$ cat src/rtl/muldiv_pkg.sv
// Shared definitions for the multicycle MULT/DIV sequencer.
//   state_e : sequencer FSM encoding (IDLE=0, RUN=1, FIX=2, DONE=3)
//   OP_MULT / OP_DIV : encoding of the op_div select
package muldiv_pkg;

  typedef enum logic [1:0] {
    ST_IDLE = 2'd0,
    ST_RUN  = 2'd1,
    ST_FIX  = 2'd2,
    ST_DONE = 2'd3
  } state_e;

  localparam logic OP_MULT = 1'b0;
  localparam logic OP_DIV  = 1'b1;

endpackage

$ cat src/rtl/muldiv_seq_if.sv
// Control-unit <-> MULT/DIV sequencer bundle.
//   master (control unit): drives start, op_div, a_in, b_in
//   slave  (sequencer)   : drives busy, done, div_zero, hi_out, lo_out, dbg_state
//
// Handshake: start is a request sampled on every rising clk edge. It is
// accepted only while the sequencer is idle or in its done cycle (busy == 0);
// while busy == 1 start is ignored. An accepted request always ends with
// exactly one single-cycle done pulse, after which hi_out/lo_out hold the
// result (div_zero marks a division by zero, in which case HI/LO keep their
// old contents). busy and done are never high together.
interface muldiv_seq_if
  import muldiv_pkg::*;
#(
  parameter int WIDTH = 32
);
  logic             start;
  logic             op_div;
  logic [WIDTH-1:0] a_in;
  logic [WIDTH-1:0] b_in;
  logic             busy;
  logic             done;
  logic             div_zero;
  logic [WIDTH-1:0] hi_out;
  logic [WIDTH-1:0] lo_out;
  state_e           dbg_state;

  modport master (
    output start, op_div, a_in, b_in,
    input  busy, done, div_zero, hi_out, lo_out, dbg_state
  );

  modport slave (
    input  start, op_div, a_in, b_in,
    output busy, done, div_zero, hi_out, lo_out, dbg_state
  );
endinterface

$ cat src/rtl/muldiv_step.sv
// One combinational iteration of the MULT/DIV datapath on magnitudes.
//   op_div        : OP_MULT = shift-add, OP_DIV = restoring trial-subtract
//   acc_hi/acc_lo : current accumulator (MULT: product hi/lo, DIV: rem/quotient)
//   mag_a / mag_b : operand magnitudes (MULT uses mag_a, DIV uses mag_b)
//   nxt_hi/nxt_lo : accumulator after this iteration
module muldiv_step
  import muldiv_pkg::*;
#(
  parameter int WIDTH = 32
) (
  input  logic             op_div,
  input  logic [WIDTH:0]   acc_hi,
  input  logic [WIDTH-1:0] acc_lo,
  input  logic [WIDTH-1:0] mag_a,
  input  logic [WIDTH-1:0] mag_b,
  output logic [WIDTH:0]   nxt_hi,
  output logic [WIDTH-1:0] nxt_lo
);

  logic [WIDTH+1:0] sum;
  logic [WIDTH:0]   shifted;
  logic [WIDTH:0]   divisor;

  always_comb begin
    // MULT: add the multiplicand when the current multiplier bit (lo[0]) is
    // set, then shift the whole product one place right.
    sum     = {1'b0, acc_hi} + {2'b00, (acc_lo[0] ? mag_a : '0)};
    // DIV: bring the next dividend bit (quotient register MSB) into the remainder.
    shifted = {acc_hi[WIDTH-1:0], acc_lo[WIDTH-1]};
    divisor = {1'b0, mag_b};
    nxt_hi  = '0;
    nxt_lo  = '0;
    if (op_div == OP_MULT) begin
      nxt_hi = sum[WIDTH+1:1];
      nxt_lo = {sum[0], acc_lo[WIDTH-1:1]};
    end else if (shifted >= divisor) begin
      nxt_hi = shifted - divisor;
      nxt_lo = {acc_lo[WIDTH-2:0], 1'b1};
    end else begin
      nxt_hi = shifted;
      nxt_lo = {acc_lo[WIDTH-2:0], 1'b0};
    end
  end

endmodule

$ cat src/rtl/muldiv_seq.sv
// Multicycle signed MULT/DIV sequencer sitting beside the ALU.
//   clk   : rising-edge clock
//   reset : asynchronous, active-low (0 = reset)
//   bus   : muldiv_seq_if.slave (start/op_div/a_in/b_in in;
//           busy/done/div_zero/hi_out/lo_out/dbg_state out)
// Operands are reduced to magnitudes at capture, run through STEPS
// iterations of muldiv_step, and the signs are reapplied in the FIX state
// before HI/LO are written. HI/LO only change on that FIX edge.
module muldiv_seq
  import muldiv_pkg::*;
#(
  parameter int WIDTH = 32,
  parameter int STEPS = 32
) (
  input logic          clk,
  input logic          reset,
  muldiv_seq_if.slave  bus
);

  localparam int CW = $clog2(STEPS);
  localparam logic [CW-1:0] LAST = CW'(STEPS - 1);

  state_e           state;
  logic [CW-1:0]    count;
  logic             op_q;
  logic             sign_a;
  logic             sign_b;
  logic [WIDTH-1:0] mag_a;
  logic [WIDTH-1:0] mag_b;
  logic [WIDTH:0]   acc_hi;
  logic [WIDTH-1:0] acc_lo;
  logic [WIDTH-1:0] hi_q;
  logic [WIDTH-1:0] lo_q;
  logic             busy_q;
  logic             done_q;
  logic             dz_q;

  logic [WIDTH-1:0]   abs_a;
  logic [WIDTH-1:0]   abs_b;
  logic [WIDTH:0]     step_hi;
  logic [WIDTH-1:0]   step_lo;
  logic [2*WIDTH-1:0] prod;
  logic [2*WIDTH-1:0] prod_s;
  logic [WIDTH-1:0]   fix_hi;
  logic [WIDTH-1:0]   fix_lo;

  // Magnitudes are unsigned, so the most negative value maps to 2^(WIDTH-1).
  always_comb begin
    abs_a = bus.a_in[WIDTH-1] ? -bus.a_in : bus.a_in;
    abs_b = bus.b_in[WIDTH-1] ? -bus.b_in : bus.b_in;
  end

  muldiv_step #(.WIDTH(WIDTH)) u_step (
    .op_div (op_q),
    .acc_hi (acc_hi),
    .acc_lo (acc_lo),
    .mag_a  (mag_a),
    .mag_b  (mag_b),
    .nxt_hi (step_hi),
    .nxt_lo (step_lo)
  );

  // Sign fix: product and quotient negate on differing signs; the remainder
  // follows the dividend, giving truncation toward zero. Overflow wraps.
  always_comb begin
    prod   = {acc_hi[WIDTH-1:0], acc_lo};
    prod_s = (sign_a ^ sign_b) ? -prod : prod;
    fix_hi = '0;
    fix_lo = '0;
    if (op_q == OP_MULT) begin
      fix_hi = prod_s[2*WIDTH-1:WIDTH];
      fix_lo = prod_s[WIDTH-1:0];
    end else begin
      fix_lo = (sign_a ^ sign_b) ? -acc_lo : acc_lo;
      fix_hi = sign_a ? -acc_hi[WIDTH-1:0] : acc_hi[WIDTH-1:0];
    end
  end

  always_ff @(posedge clk or negedge reset) begin
    if (!reset) begin
      state  <= ST_IDLE;
      count  <= '0;
      op_q   <= OP_MULT;
      sign_a <= 1'b0;
      sign_b <= 1'b0;
      mag_a  <= '0;
      mag_b  <= '0;
      acc_hi <= '0;
      acc_lo <= '0;
      hi_q   <= '0;
      lo_q   <= '0;
      busy_q <= 1'b0;
      done_q <= 1'b0;
      dz_q   <= 1'b0;
    end else begin
      done_q <= 1'b0;
      dz_q   <= 1'b0;
      case (state)
        ST_IDLE, ST_DONE: begin
          state <= ST_IDLE;
          if (bus.start) begin
            op_q   <= bus.op_div;
            sign_a <= bus.a_in[WIDTH-1];
            sign_b <= bus.b_in[WIDTH-1];
            mag_a  <= abs_a;
            mag_b  <= abs_b;
            count  <= '0;
            acc_hi <= '0;
            // MULT shifts the multiplier out of lo; DIV shifts the dividend out.
            acc_lo <= (bus.op_div == OP_DIV) ? abs_a : abs_b;
            if (bus.op_div == OP_DIV && bus.b_in == '0) begin
              state  <= ST_DONE;
              done_q <= 1'b1;
              dz_q   <= 1'b1;
            end else begin
              state  <= ST_RUN;
              busy_q <= 1'b1;
            end
          end
        end
        ST_RUN: begin
          acc_hi <= step_hi;
          acc_lo <= step_lo;
          count  <= count + 1'b1;
          if (count == LAST) state <= ST_FIX;
        end
        ST_FIX: begin
          hi_q   <= fix_hi;
          lo_q   <= fix_lo;
          busy_q <= 1'b0;
          done_q <= 1'b1;
          state  <= ST_DONE;
        end
        default: state <= ST_IDLE;
      endcase
    end
  end

  assign bus.busy      = busy_q;
  assign bus.done      = done_q;
  assign bus.div_zero  = dz_q;
  assign bus.hi_out    = hi_q;
  assign bus.lo_out    = lo_q;
  assign bus.dbg_state = state;

endmodule
$ cat src/flat_wrapper.sv
// flat-port wrapper written by rule: the top's interface ports become plain ports
module muldiv_seq_flat import muldiv_pkg::*;
#(
  parameter int WIDTH = 32,
  parameter int STEPS = 32
)
  (clk, reset, bus_start, bus_op_div, bus_a_in, bus_b_in, bus_busy, bus_done, bus_div_zero, bus_hi_out, bus_lo_out, bus_dbg_state);
  muldiv_seq_if #(.WIDTH(WIDTH)) bus_i ();
  input logic clk;
  input logic reset;
  input wire logic [$bits(bus_i.start)-1:0] bus_start;
  input wire logic [$bits(bus_i.op_div)-1:0] bus_op_div;
  input wire logic [$bits(bus_i.a_in)-1:0] bus_a_in;
  input wire logic [$bits(bus_i.b_in)-1:0] bus_b_in;
  output wire logic [$bits(bus_i.busy)-1:0] bus_busy;
  output wire logic [$bits(bus_i.done)-1:0] bus_done;
  output wire logic [$bits(bus_i.div_zero)-1:0] bus_div_zero;
  output wire logic [$bits(bus_i.hi_out)-1:0] bus_hi_out;
  output wire logic [$bits(bus_i.lo_out)-1:0] bus_lo_out;
  output wire logic [$bits(bus_i.dbg_state)-1:0] bus_dbg_state;
  assign bus_i.start = bus_start;
  assign bus_i.op_div = bus_op_div;
  assign bus_i.a_in = bus_a_in;
  assign bus_i.b_in = bus_b_in;
  assign bus_busy = bus_i.busy;
  assign bus_done = bus_i.done;
  assign bus_div_zero = bus_i.div_zero;
  assign bus_hi_out = bus_i.hi_out;
  assign bus_lo_out = bus_i.lo_out;
  assign bus_dbg_state = bus_i.dbg_state;
  muldiv_seq #(.WIDTH(WIDTH), .STEPS(STEPS)) u_core (.clk(clk), .reset(reset), .bus(bus_i));
endmodule
$ cat config.mk
export PLATFORM = sky130hd
export DESIGN_NAME = muldiv_seq_flat
export DESIGN_NICKNAME = d
export VERILOG_FILES = /design/src/rtl/muldiv_pkg.sv /design/src/rtl/muldiv_seq_if.sv /design/src/rtl/muldiv_step.sv /design/src/rtl/muldiv_seq.sv /design/src/flat_wrapper.sv
export SDC_FILE = /design/constraint.sdc
export NUM_CORES = 1
export LEC_CHECK = 0
export ABC_AREA = 0
export CAP_MARGIN = 20
export CORE_AREA = 4 4 194 196
export CTS_BUF_LIST = sky130_fd_sc_hd__clkbuf_8
export DETAILED_ROUTE_END_ITERATION = 10
export DIE_AREA = 0 0 198 200
export DONT_BUFFER_PORTS = 1
export GPL_ROUTABILITY_DRIVEN = 0
export HOLD_SLACK_MARGIN = 0.02
export PLACE_DENSITY = 0.71
export SYNTH_ARGS = -nofsm -noshare
export SYNTH_HDL_FRONTEND = slang
export SYNTH_SLANG_ARGS = --single-unit
export TNS_END_PERCENT = 1
$ cat constraint.sdc
create_clock -name clk -period 9.76 [get_ports clk]
set_clock_uncertainty 0.15 [all_clocks]
set_input_delay 1.464 -clock clk [delete_from_list [all_inputs] [get_ports clk]]
set_output_delay 1.464 -clock clk [all_outputs]
set_load 0.03 [all_outputs]
=== Yosys cells after proc, flatten, opt, wreduce, memory -nomap -nowiden ===
Index checks and enable logic that the tools add are counted.

* Register bits after elaboration: 206
* Output and inout bits: 69
* Logic and storage cells: 70

* Bitwise gates (word level): 1
* Order comparisons: 1
* Equality and inequality tests: 7
* Muxes and demuxes: 30
* Reduce and logical (&&, ||, !) cells: 9
* $add $sub $neg: 8

{| class="wikitable"
|+ Operator list
! kind !! number
|-
| 32-bit two-way mux || 10
|-
| 32-bit negator || 4
|-
| 33-bit two-way mux || 3
|-
| 33-bit case mux with 2 select lines || 1
|-
| 64-bit two-way mux || 1
|-
| 64-bit negator || 1
|-
| 32-bit case mux with 2 select lines || 1
|-
| 33-bit by 32-bit adder with 34-bit output || 1
|-
| 33-bit by 32-bit >= comparator with 1-bit output || 1
|-
| 33-bit by 32-bit subtractor with 33-bit output || 1
|-
| 32-bit logical NOT || 1
|-
| 5-bit case mux with 2 select lines || 1
|-
| 1-bit two-way mux || 6
|-
| 2-bit two-way mux || 3
|-
| 2-bit case mux with 3 select lines || 1
|-
| 5-bit by 1-bit adder with 5-bit output (second input constant) || 1
|-
| 5-bit == test (second input constant) || 1
|-
| 5-bit two-way mux || 1
|-
| 2-bit == test (second input constant) || 2
|-
| 2-bit inequality test (second input constant) || 2
|-
| 1-bit case mux with 2 select lines || 2
|-
| 2-bit AND reduction || 2
|-
| 2-bit nonzero test || 2
|-
| 3-bit AND reduction || 1
|-
| 6 further kinds || 6
|}

=== Logic depth before layout (Yosys ltp) ===
* Word-level depth: 5
* Gate-level depth with buffers: 15

=== Cells and area by module ===
A second synthesis with hierarchy kept.

* Cells, all modules: 2054
* Area total of the unflattened synthesis: 16697.3 um^2

{| class="wikitable"
|+ Modules (own cells, without submodules)
! module !! sequential area each (um^2) !! times used !! area each (um^2) !! cells an instance
|-
| muldiv_seq || 5154.9 || 1 || 11766.3 || 1357
|-
| muldiv_step || 0.0 || 1 || 4931.0 || 697
|}

=== Least setup slack after synthesis ===
Ideal clock, no wire load.

* Path kind: input to register
* From: input bus_b_in[14]
* To: register u_core.acc_lo[30]
* Arrival: 3983 ps
* Library setup time: 131 ps
* Cell stages on the path: 9
* Setup slack: 5496 ps
* Cell sequence: or4_4 or4_4 or4_4 or3_4 o31ai_4 xor2_1 mux2i_1 o21ai_1 o21ai_1

* Longest elaborated chain between the ends: 5

{| class="wikitable"
|+ RTL lines
! item !! line !! source
|-
| from (decl) || flat_wrapper.sv:14 || <nowiki>input wire logic [$bits(bus_i.b_in)-1:0] bus_b_in;</nowiki>
|-
| 32-bit negator || muldiv_seq.sv:50 || <nowiki>abs_b = bus.b_in[WIDTH-1] ? -bus.b_in : bus.b_in;</nowiki>
|-
| 32-bit two-way mux || muldiv_seq.sv:50 ||
|-
| 32-bit two-way mux || muldiv_seq.sv:110 || <nowiki>acc_lo <= (bus.op_div == OP_DIV) ? abs_a : abs_b;</nowiki>
|-
| 32-bit two-way mux || muldiv_seq.sv:101 || <nowiki>if (bus.start) begin</nowiki>
|-
| 32-bit case mux with 2 select lines || muldiv_seq.sv:98 || <nowiki>case (state)</nowiki>
|-
| to (signal assigned) || muldiv_seq.sv:110 ||
|-
| to (signal assigned) || muldiv_seq.sv:123 || <nowiki>acc_lo <= step_lo;</nowiki>
|-
| to (decl) || muldiv_seq.sv:31 || <nowiki>logic [WIDTH-1:0] acc_lo;</nowiki>
|}

Every way passes these cells. The select of a mux whose other input is x is not followed.
A chain may end at the register's enable or synchronous reset.

=== Final worst setup path ===
* From: register u_core.acc_hi[2]
* To: register u_core.acc_hi[26]

* Longest elaborated chain between the ends: 4

{| class="wikitable"
|+ RTL lines
! item !! line !! source
|-
| from (decl) || muldiv_seq.sv:30 || <nowiki>logic [WIDTH:0] acc_hi;</nowiki>
|-
| from (signal assigned) || muldiv_seq.sv:122 || <nowiki>acc_hi <= step_hi;</nowiki>
|-
| 33-bit by 32-bit subtractor with 33-bit output / 33-bit by 32-bit >= comparator with 1-bit output (equally long branches) || muldiv_step.sv:37, muldiv_step.sv:36 ||
|-
| 33-bit two-way mux || muldiv_step.sv:36 || <nowiki>end else if (shifted >= divisor) begin</nowiki>
|-
| 33-bit two-way mux * || muldiv_step.sv:33 || <nowiki>if (op_div == OP_MULT) begin</nowiki>
|-
| 33-bit case mux with 2 select lines * || muldiv_seq.sv:98 ||
|}

Mark *: on every way between the ends. The rest lies on a longest branch, timed or not.

==> impl_metrics.ini <==
[run_status]
status = completed

[yosys]
netlist_area_mm2 = 0.0160
synth_top_cell_area_share_pct = 32.3
synth.most_common_cell = nand2_1
yosysSeqAreaShare_pct = 32.3
mappedNetlistNets = 2129
synth.area.top_cells = dfrtp_1 32%, a21oi_1 6.2%, o21ai_0 5.9%
synth-simple-area-share_pct = 18.4
synth_compound_area_share_pct = 24.3
synth_xor_area_share_pct = 9.53
synth_common_cells = 224 x nand2_1, 206 x dfrtp_1, 197 x a21oi_1
yosys.area.top_type = dfrtp_1
synthMuxAreaShare_pct = 5.07
async_reset_ff_share_pct = 100
synth_cell_types = 70
synth_top_family_by_area = compound AO/OA/AOI/OAI gates
ys_ff_latch = 206
synth_ff_type = dfrtp_1
yosysWarningCount = 0
synth_edf_count = 0
synth_fa_ha_area_share_pct = 5.89
syn_avg_cell_area_um2 = 8.04
postSynthCellCount = 1987

[drt]
wl_um = 51200
postRouteAntennaNets = 0
wl_per_cell_um = 21.2
drt_first_iter_violations = 1539
drc_errors = 0
viasPerCell = 6.23
via_count = 15100
drt_first_pass_iters = 6

[job]
cap_violations = 0

[global_routing]
grt_util_all_layers_pct = 25.1
antenna_found_initial = 1
grt_pass1_wl_um = 79100
overflow = 0
grt_max_degree = 207
grt_pass1_vias = 14400

[sta]
rsz0062_at_grt = no
hold_viol_final = 0
period_share_pct = 47.3
hold_slack_ns = 0.328
fin_crit_ns = 4.62
drv_slew = 0
tightest_slew_ns = 1.07
setup_violations = 0
setup_tns_ns = 0
max_freq_mhz = 217
setup_slack_ns = 5.14
max-slew-margin-rel_pct = 26.6

[clock_network]
cts_resized = 0
ctsRootBufferMaster = clkbuf_8
postCtsHoldBufs = 0
cts_sinks = 206
cts_made_buffers = 38
clockBufferDepth = 3
post_cts_buffers = 0
cts_max_level = 2
clk_latency_ns = 0.57
cts_tree = done
path_clk_slew_ns = 0.07

[worst_hold_path]
min_path_type = reg -> reg
hold_depth = 2

[worst_setup_path]
crit_type = reg -> reg
arrival_ns = 4.91
critical_path_required_ns = 10.05
path_max_fanout = 49
end_kind = flip-flop
start_kind = flip-flop
reg2reg_depth = 11

[power]
ir_drop_mv = 0.259
power_mw = 7.19
power_density_mw_per_mm2 = 420
p_leak_nw = 7.51

[final_layout]
layout.cells.non_filler = 2421
areaGrowthSynthToFinish_pct = 7.14
antenna_cells = 0
fin_area_mm2 = 0.0171
final_util_pct = 47.5
fin_nets = 2066
layout-drive-gt1-share_pct = 7.07

[place]
dp_worst_setup_slack_ns = 5.33
place_area_mm2 = 0.0163
placedCellCount = 2352
dpl.hpwl_um = 38800
portBuffers = 0

[floorplan]
dieArea_mm2 = 0.0396
num_rows = 70
start_util_pct = 44.3
coreArea_mm2 = 0.0361
die_x_um = 198
die_y_um = 200
ios = 137
[power breakdown]
part           internal (mW)  switching (mW)
clock                  0.489           0.395
sequential              1.26           0.832
combinational           1.65            2.57
[area by class of cell]
class,count,area [um2]
multi-input cells,1587,10100
fillers,3526,19000
repair buffers,17,148
inverters,74,278
clock inverters,19,126
well taps,468,586
flip-flops and latches,206,5160
clock buffers,50,688
[cell usage in the layout, fill, tap and decap left out, types with 36 or more instances in the layout]
| cell type | instances |
|---|---|
| xor2_1 | 86 |
| mux2_2 | 40 |
| dfrtp_1 | 205 |
| a21oi_1 | 195 |
| inv_1 | 85 |
| o21ai_0 | 187 |
| xnor2_1 | 87 |
| nor2_1 | 182 |
| ha_1 | 70 |
| nor3_1 | 37 |
| and2_1 | 39 |
| mux2i_1 | 36 |
| clkbuf_8 | 50 |
| nand2_1 | 223 |
[worst max-delay path, cell delays in order (launching register included)]
cell       delay [ns]
dfrtp_1          0.49
ha_1             0.41
a21o_1           0.20
a21oi_1          0.17
a21boi_0         0.26
a2111oi_0        1.02
o31ai_1          0.33
a21oi_4          0.20
buf_4            0.54
mux2_2           0.41
a22oi_1          0.16
o21ai_0          0.11
[worst paths after layout]
check | startpoint | end | slack, ns
max | u_core.acc_hi[2] | u_core.acc_hi[26] | 5.14
min | u_core.mag_a[29] | u_core.mag_a[29] | 0.33
max reg2reg | u_core.acc_hi[2] | u_core.acc_hi[26] | 5.14
min reg2reg | u_core.mag_a[29] | u_core.mag_a[29] | 0.33
max in group asynchronous | reset | u_core.bus.busy | 8.54
min in group asynchronous | reset | u_core.acc_hi[10] | 0.44
[state kept, by name, summed over array words and instances (netlist names), 2 cells and up]
name	flops
u_core.mag_b	32
u_core.bus.dbg_state	2
u_core.acc_lo	32
u_core.bus.hi_out	32
u_core.count	5
u_core.acc_hi	33
u_core.bus.lo_out	32
u_core.mag_a	32
[cell families (layout without fill, tap and decap cells)]
family                   Yosys count  count (layout)
AO/OA/AOI/OAI                    634             634
XOR/XNOR                         174             174
adder cells (fa/ha/maj)           74              74
buffers and inverters            194             160
flip-flops                       206             206
multiplexers                      76              76
AND/OR/NAND/NOR                  629             629
[routing by layer]
layer	track usage, %	vias to the layer above	routed length, um
met5	0	-	11
met4	8.44	2	1720
met3	7.13	123	5940
met1	34.8	7163	21600
li1	-	7004	-
met2	37.8	784	22000
Note: power is estimated with default switching activity, not from simulation.
